**src/rtl/fetch_unit_if.sv**
```systemverilog
// Fetch-stage bundle: instruction-memory req/ack bus plus the control and issue signals
// exchanged with the downstream stage. master = fetch_unit, slave = environment.
interface fetch_unit_if;
   localparam int unsigned XLEN = 32;
   localparam int unsigned JW   = 26;
   localparam int unsigned IMMW = 16;

   logic            imem_req;
   logic [XLEN-1:0] imem_addr;
   logic            imem_ack;
   logic [XLEN-1:0] imem_rdata;
   logic            stall;
   logic            branch_taken;
   logic [XLEN-1:0] branch_offset;
   logic            jump;
   logic [JW-1:0]   jump_target;
   logic [XLEN-1:0] instr;
   logic            instr_valid;
   logic [IMMW-1:0] imm16;
   logic [XLEN-1:0] pc_plus4;
   logic            ext_sel;

   modport master (
      output imem_req, imem_addr, instr, instr_valid, imm16, pc_plus4, ext_sel,
      input  imem_ack, imem_rdata, stall, branch_taken, branch_offset, jump, jump_target
   );

   modport slave (
      input  imem_req, imem_addr, instr, instr_valid, imm16, pc_plus4, ext_sel,
      output imem_ack, imem_rdata, stall, branch_taken, branch_offset, jump, jump_target
   );
endinterface

```
**src/rtl/fetch_unit.sv**
```systemverilog
// Instruction fetch stage: PC, req/ack fetch FSM (IDLE -> FETCH -> ISSUE) and branch/jump redirect.
// Optional macro DECODE_EXT_SEL_EN: decode ext_sel from the opcode (zero-extend for andi/ori/xori).
module fetch_unit #(
   parameter logic [31:0] RESET_PC = 32'h0000_0000
) (
   input logic          clk,
   input logic          reset_n,
   fetch_unit_if.master bus
);
   localparam int unsigned XLEN = 32;
   localparam int unsigned OPW  = 6;

   typedef enum logic [1:0] {
      S_IDLE  = 2'd0,
      S_FETCH = 2'd1,
      S_ISSUE = 2'd2
   } state_t;

   state_t          r_state;
   state_t          w_state_nxt;
   logic [XLEN-1:0] r_pc;
   logic [XLEN-1:0] r_instr;
   logic            r_instr_valid;
   logic [XLEN-1:0] w_pc_plus4;
   logic [XLEN-1:0] w_pc_nxt;
   logic            w_req;
   logic            w_ack_take;
   logic            w_issue_go;

   // State register
   always_ff @(posedge clk or negedge reset_n) begin
      if (!reset_n) r_state <= S_IDLE;
      else          r_state <= w_state_nxt;
   end

   // Next-state logic
   always_comb begin
      w_state_nxt = r_state;
      case (r_state)
         S_IDLE:  w_state_nxt = S_FETCH;
         S_FETCH: if (bus.imem_ack) w_state_nxt = S_ISSUE;
         S_ISSUE: if (!bus.stall)   w_state_nxt = S_FETCH;
         default: w_state_nxt = S_IDLE;
      endcase
   end

   // State-decoded controls; acks outside FETCH and redirects outside ISSUE never qualify
   always_comb begin
      w_req      = 1'b0;
      w_ack_take = 1'b0;
      w_issue_go = 1'b0;
      case (r_state)
         S_FETCH: begin
            w_req      = 1'b1;
            w_ack_take = bus.imem_ack;
         end
         S_ISSUE: w_issue_go = !bus.stall;
         default: ;
      endcase
   end

   assign w_pc_plus4 = r_pc + XLEN'(4);

   // Redirect priority: jump over branch over sequential
   always_comb begin
      w_pc_nxt = w_pc_plus4;
      if (bus.jump)
         w_pc_nxt = {w_pc_plus4[XLEN-1:XLEN-4], bus.jump_target, 2'b00};
      else if (bus.branch_taken)
         w_pc_nxt = w_pc_plus4 + (bus.branch_offset << 2);
   end

   always_ff @(posedge clk or negedge reset_n) begin
      if (!reset_n)        r_pc <= RESET_PC;
      else if (w_issue_go) r_pc <= w_pc_nxt;
   end

   always_ff @(posedge clk or negedge reset_n) begin
      if (!reset_n) begin
         r_instr       <= '0;
         r_instr_valid <= 1'b0;
      end else if (w_ack_take) begin
         r_instr       <= bus.imem_rdata;
         r_instr_valid <= 1'b1;
      end else if (w_issue_go) begin
         r_instr_valid <= 1'b0;
      end
   end

`ifdef DECODE_EXT_SEL_EN
   logic [OPW-1:0] w_opcode;
   logic           w_ext_dec;
   logic           r_ext_sel;

   assign w_opcode  = bus.imem_rdata[XLEN-1:XLEN-OPW];
   assign w_ext_dec = !(w_opcode inside {6'h0C, 6'h0D, 6'h0E});

   always_ff @(posedge clk or negedge reset_n) begin
      if (!reset_n)        r_ext_sel <= 1'b1;
      else if (w_ack_take) r_ext_sel <= w_ext_dec;
   end

   assign bus.ext_sel = r_ext_sel;
`else
   assign bus.ext_sel = 1'b1;
`endif

   assign bus.imem_req    = w_req;
   assign bus.imem_addr   = r_pc;
   assign bus.instr       = r_instr;
   assign bus.instr_valid = r_instr_valid;
   assign bus.imm16       = r_instr[15:0];
   assign bus.pc_plus4    = w_pc_plus4;
endmodule

```
**src/flat_wrapper.sv**
```systemverilog
// flat-port wrapper written by rule: the top's interface ports become plain ports
module fetch_unit_flat 
#(
   parameter logic [31:0] RESET_PC = 32'h0000_0000
)
  (clk, reset_n, bus_imem_req, bus_imem_addr, bus_instr, bus_instr_valid, bus_imm16, bus_pc_plus4, bus_ext_sel, bus_imem_ack, bus_imem_rdata, bus_stall, bus_branch_taken, bus_branch_offset, bus_jump, bus_jump_target);
  fetch_unit_if bus_i ();
  input logic clk;
  input logic reset_n;
  output wire logic [$bits(bus_i.imem_req)-1:0] bus_imem_req;
  output wire logic [$bits(bus_i.imem_addr)-1:0] bus_imem_addr;
  output wire logic [$bits(bus_i.instr)-1:0] bus_instr;
  output wire logic [$bits(bus_i.instr_valid)-1:0] bus_instr_valid;
  output wire logic [$bits(bus_i.imm16)-1:0] bus_imm16;
  output wire logic [$bits(bus_i.pc_plus4)-1:0] bus_pc_plus4;
  output wire logic [$bits(bus_i.ext_sel)-1:0] bus_ext_sel;
  input wire logic [$bits(bus_i.imem_ack)-1:0] bus_imem_ack;
  input wire logic [$bits(bus_i.imem_rdata)-1:0] bus_imem_rdata;
  input wire logic [$bits(bus_i.stall)-1:0] bus_stall;
  input wire logic [$bits(bus_i.branch_taken)-1:0] bus_branch_taken;
  input wire logic [$bits(bus_i.branch_offset)-1:0] bus_branch_offset;
  input wire logic [$bits(bus_i.jump)-1:0] bus_jump;
  input wire logic [$bits(bus_i.jump_target)-1:0] bus_jump_target;
  assign bus_imem_req = bus_i.imem_req;
  assign bus_imem_addr = bus_i.imem_addr;
  assign bus_instr = bus_i.instr;
  assign bus_instr_valid = bus_i.instr_valid;
  assign bus_imm16 = bus_i.imm16;
  assign bus_pc_plus4 = bus_i.pc_plus4;
  assign bus_ext_sel = bus_i.ext_sel;
  assign bus_i.imem_ack = bus_imem_ack;
  assign bus_i.imem_rdata = bus_imem_rdata;
  assign bus_i.stall = bus_stall;
  assign bus_i.branch_taken = bus_branch_taken;
  assign bus_i.branch_offset = bus_branch_offset;
  assign bus_i.jump = bus_jump;
  assign bus_i.jump_target = bus_jump_target;
  fetch_unit #(.RESET_PC(RESET_PC)) u_core (.clk(clk), .reset_n(reset_n), .bus(bus_i));
endmodule
```
**config.mk**
```make
export PLATFORM = sky130hd
export DESIGN_NAME = fetch_unit_flat
export DESIGN_NICKNAME = d
export VERILOG_FILES = /design/src/rtl/fetch_unit_if.sv /design/src/rtl/fetch_unit.sv /design/src/flat_wrapper.sv
export SDC_FILE = /design/constraint.sdc
export NUM_CORES = 1
export LEC_CHECK = 0
export ABC_AREA = 1
export CELL_PAD_IN_SITES_DETAIL_PLACEMENT = 0
export CELL_PAD_IN_SITES_GLOBAL_PLACEMENT = 1
export CORE_MARGIN = 2
export CORE_UTILIZATION = 32
export CTS_CLUSTER_SIZE = 20
export DETAILED_ROUTE_END_ITERATION = 12
export PLACE_DENSITY = 0.94
export SYNTH_ARGS = -nofsm -noshare
export SYNTH_HDL_FRONTEND = slang
export SYNTH_SLANG_ARGS = --single-unit
```
**constraint.sdc**
```tcl
create_clock -name clk -period 3.5 [get_ports clk]
set_input_delay 0.35 -clock clk [delete_from_list [all_inputs] [get_ports clk]]
set_output_delay 0.35 -clock clk [all_outputs]
set_load 0.01 [all_outputs]
```
# Yosys cells after proc, flatten, opt, wreduce, memory -nomap -nowiden
# Index checks and enable logic that the tools add are counted.
# Widths: inputs -> output; s select.
[totals]
ff_bits = 67
inputBits = 96
output_inout_bits = 115
[op_classes]
n_addsub = 2
n_eq_ne = 4
n_mux = 10
reduce_logical = 4
[op_table]
columns = ["op", "n"]
rows = [
  ["$mux 32", 2],
  ["$add 32x3->32 const B", 1],
  ["$add 32x32->32", 1],
  ["$pmux 2 s3", 1],
  ["$mux 1", 5],
  ["$mux 2", 2],
  ["$ne 2x2->1 const B", 2],
  ["$eq 2x1->1 const B", 1],
  ["$eq 2x2->1 const B", 1],
  ["$logic_not 2->1", 1],
  ["$reduce_and 2->1", 1],
  ["$reduce_bool 2->1", 1],
  ["$logic_not 1->1", 1],
]

# Longest topological paths before layout
[depth]
depth_word = 4
mapped_depth = 24
depth_no_buf = 24

# Worst setup path after synthesis
# Ideal clock, no wire load.
[synth_path]
kind = "register to register"
startpoint = "register u_core.r_pc[2] (netlist: u_core.bus.imem_addr[2])"
endpoint = "register u_core.r_pc[29] (netlist: u_core.bus.imem_addr[29])"
setup_time_ns = 0.073
arrival_time_ns = 2.761
slack_ns = 0.666
path_stages_with_launch = 19
t_required_ns = 3.427
period_less_slack_ns = 2.834
n_path_buf = 0
path_cell_list = "dfrtp_1 > ha_1 > nand3_1 > inv_2 > nand2_1 > nor2_2 > xor2_1 > ha_1 > nand2_1 > inv_1 > a21oi_1 > nand2_1 > nand2_1 > nand2_1 > nand2_1 > nand2_1 > nand2_1 > nand3_1 > a21oi_2"
[synth_between]
elab_chain_len = 4
[synth_rtl]
columns = ["item", "line", "text"]
rows = [
  ["start, declared", "fetch_unit.sv:21", "logic [XLEN-1:0] r_pc;"],
  ["start signal, assigned", "fetch_unit.sv:75", "else if (w_issue_go) r_pc <= w_pc_nxt;"],
  ["$add 32x3->32", "fetch_unit.sv:62", "assign w_pc_plus4 = r_pc + XLEN'(4);"],
  ["named net bus_pc_plus4[8]", "flat_wrapper.sv:15", "output wire logic [$bits(bus_i.pc_plus4)-1:0] bus_pc_plus4;"],
  ["$add 32x32->32", "fetch_unit.sv:70", "w_pc_nxt = w_pc_plus4 + (bus.branch_offset << 2);"],
  ["$mux 32", "fetch_unit.sv:69", "else if (bus.branch_taken)"],
  ["$mux 32", "fetch_unit.sv:67", "if (bus.jump)"],
]
# The timed path passes the listed nets, and every way through them passes these cells.
# A chain may end at the register's enable or synchronous reset.

# Worst setup path in the final report
[layout_path]
startpoint = "register u_core.r_pc[4] (netlist: u_core.bus.imem_addr[4])"
endpoint = "register u_core.r_pc[30] (netlist: u_core.bus.imem_addr[30])"
[layout_between]
elab_chain_len = 4
[layout_rtl]
columns = ["item", "line"]
rows = [
  ["$add 32x3->32 (*)", "fetch_unit.sv:62"],
  ["$add 32x32->32", "fetch_unit.sv:70"],
  ["$mux 32", "fetch_unit.sv:69"],
  ["$mux 32 (*)", "fetch_unit.sv:67"],
]
# Mark *: on every way between the ends. The rest lies on a longest branch, timed or not.

==> results.md <==
- Result of the run: finished clean
- Die H: 144 um
- Final Max Slew Viols: 0
- Max FO, Critical Path: 6
- First-pass GRT wire length: 35.0 mm
- Maximum VDD drop: 0.544 mV
- Count leader, synth: nand2_1
- N_diodes: 0
- Residual DRC: 0
- Fillers: 2048
- Via Count: 6879
- Element type at the critical path end: flop
- Critical Path RT: 3.72 ns
- Synth area leaders: dfrtp_1 (26%), nand2_1 (18%), inv_1 (9.6%), ha_1 (7.2%), mux2_2 (5.7%)
- Initial Util: 32.5%
- Dominant cell type by area after synthesis: dfrtp_1
- Post-Syn Instances: 981
- Top post-synthesis cells by count: nand2_1 (309), inv_1 (161), nor2_1 (74)
- Sequential area share after synthesis: 25.8%
- Library cells used by synthesis: 46
- Vias per cell: 4.74
- Slew @ Worst Pin: 0.745 ns
- Share of the synthesized area in the top cell type: 25.8%
- Min Tclk post-route: 3.17 ns
- H-tree levels: 3
- Final Util: 45.8%
- Final nets: 1314
- Placed cell area: 0.00859 sq mm
- # IOs: 211
- CTS Root Cell: clkbuf_16
- Final ANT Viol Nets: 0
- GRT Overall Usage: 21.9%
- Ys flop type: dfrtp_1
- RSZ-0062 raised after global routing: false
- Worst skew pair latency: 0.34 ns
- Final WL: 23.1 mm
- Die W: 144 um
- Worst Hold Class: in2async
- R2R Path Start: u_core.bus.imem_addr[4]
- Num CTS Buffers: 9
- Ys Warns: 0
- Synthesized area: 0.00630 sq mm
- Reg2reg end: u_core.bus.imem_addr[30]
- Crit path DAT: 3.40 ns
- Core area: 0.0194 sq mm
- Max Freq: 315 MHz
- Largest net degree at the start of global routing: 37
- Reg2Reg Depth: 16
- Crit share post-route: 90.7%
- CTS resizes: 0
- Postcts setup bufs: 0
- Mean post-synth cell area: 6.42 sq um
- Overflow after GRT: 0
- Critical path class: reg2reg
- Finished Cell Area: 0.00889 sq mm
- R2R Setup Slk: 0.33 ns
- CTS clock-pin slew for the worst setup and hold paths: 0.06 ns
- Final hold slack: 0.0817 ns
- Worst Skew: 0.0107 ns
- Seq cells post-synth: 65
- DP HPWL: 19.1 mm
- Post-synth ARST share: 100%
- Relative slew slack: 50.3%
- Layout area overhead: 41.1%
- Leak pwr: 4.44 nW
- Cell row count: 51
- PortBufs: 203
- Final setup vio count: 0
- Share of post-route cells with drive strength above 1: 8.85%
- WL per Instance: 15.9 um
- Clock tree buffer depth: 2
- Setup_tns: 0 ns
- 1st-pass router iterations: 7
- Footprint of the multi-input gates: 0.00384 sq mm
- Vias in the first global route: 6567
- Iteration-0 DRC Markers: 502
- Max cap viols: 0
- Reg area: 0.00163 sq mm
- CTS tree: built
- Final Hold Fails: 0
- Cts hold-fix bufs: 0
- Critical Path Source Type: flop
- Gpl congestion: 0.905
- Die Area: 0.0208 sq mm
- CTS sink cnt: 65
- Initial antenna violation count: 0
- Pwr Density: 871 mW/mm^2
- EDFF count, synth: 0
[worst max-delay path by stage]
stage | slack, ns | startpoint | end
after floorplan | 0.67 | u_core.bus.imem_addr[2] | u_core.bus.imem_addr[29]
after global placement | 0.39 | u_core.bus.imem_addr[3] | u_core.bus.imem_addr[30]
after detailed placement | 0.35 | u_core.bus.imem_addr[3] | u_core.bus.imem_addr[30]
after CTS | 0.32 | u_core.bus.imem_addr[3] | u_core.bus.imem_addr[30]
after global routing | 0.006 | u_core.bus.imem_addr[8] | u_core.bus.imem_addr[28]
final | 0.33 | u_core.bus.imem_addr[4] | u_core.bus.imem_addr[30]
[per-stage QoR]
stage / setup slack, ns / total power [mW] / std cells
after floorplan: 0.666 / 4.54 / 984
final: 0.327 / 7.74 / 1451
after detailed placement: 0.349 / 6.84 / 1435
after global placement: 0.388 / 6.77 / 1435
after global routing: 0.00594 / 8.40 / 1451
after CTS: 0.316 / 7.73 / 1451
[registers in the layout, indices dropped and copies added, names as in the netlist]
| register | flops |
|---|---|
| u_core.bus.instr | 32 |
| u_core.bus.imem_addr | 30 |
| u_core.r_state | 2 |
| u_core.bus.instr_valid | 1 |
[cell type report]
cell class | instances | share of cell area (%)
tap | 265 | 3.73
sequential | 65 | 18.3
clock buffer | 10 | 2.58
clock inverter | 6 | 0.507
inverter | 169 | 7.14
timing repair buffer | 223 | 24.5
multi-input combinational | 713 | 43.2
[critical path: stages, from the launching register on]
cell and delay (ns):
dfrtp_1 0.47, inv_1 0.07, nor3_1 0.37, nand2_1 0.14, nor2_1 0.15, nand3_1 0.09
and2_1 0.21, ha_1 0.36, nand2_1 0.15, nor2_1 0.16, inv_1 0.07, nor3_1 0.27
nand3_1 0.16, nand3_1 0.11, nand3_1 0.14, nand2_1 0.10, nand2_1 0.05
[metal layers]
layer | GRT usage (%) | vias to the layer above | wire length (um)
li1 | - | 3461 | -
met1 | 30.6 | 3139 | 10300
met2 | 35.3 | 251 | 10800
met3 | 4.27 | 28 | 1670
met4 | 4.75 | 0 | 375
met5 | 0 | - | 0
[power by group]
part	internal, mW	leakage, nW	total, mW	switching [mW]
sequential	1.13	0.741	1.50	0.376
combinational	2.45	3.58	5.40	2.95
clock	0.480	0.125	0.838	0.358
[cell families after synthesis]
group | after synthesis | share of synthesized area (%)
flip-flops | 65 | 25.8
other | 2 | 0.119
XOR/XNOR | 17 | 2.48
AND/OR/NAND/NOR | 499 | 33.5
AO/OA/AOI/OAI | 123 | 11.3
buffers and inverters | 206 | 13.6
adder cells (fa/ha/maj) | 37 | 7.47
multiplexers | 32 | 5.72
[cell usage in the layout, fill, tap and decap left out, types with 4 or more instances in the layout]
| master | synthesis | final |
|---|---|---|
| nand2_1 | 309 | 308 |
| clkdlybuf4s50_1 | 0 | 202 |
| inv_1 | 161 | 161 |
| nor2_1 | 74 | 74 |
| nand3_1 | 65 | 65 |
| dfrtp_1 | 65 | 64 |
| a21oi_1 | 60 | 60 |
| ha_1 | 36 | 36 |
| mux2_2 | 32 | 32 |
| o21ai_0 | 24 | 24 |
| buf_4 | 21 | 20 |
| xor2_1 | 15 | 14 |
| nor3_1 | 9 | 9 |
| clkbuf_16 | 0 | 9 |
| nand2_2 | 7 | 8 |
| nand4_1 | 8 | 8 |
| or2_2 | 7 | 7 |
| and2_1 | 6 | 6 |
| a21boi_1 | 6 | 6 |
| a22oi_1 | 5 | 5 |
| conb_1 | 2 | 5 |
| inv_2 | 4 | 4 |
| o22ai_1 | 4 | 4 |
| clkinv_1 | 4 | 4 |
| o21ai_1 | 4 | 4 |
| a21boi_0 | 4 | 4 |
No activity file was read; power rests on OpenSTA's default activity.
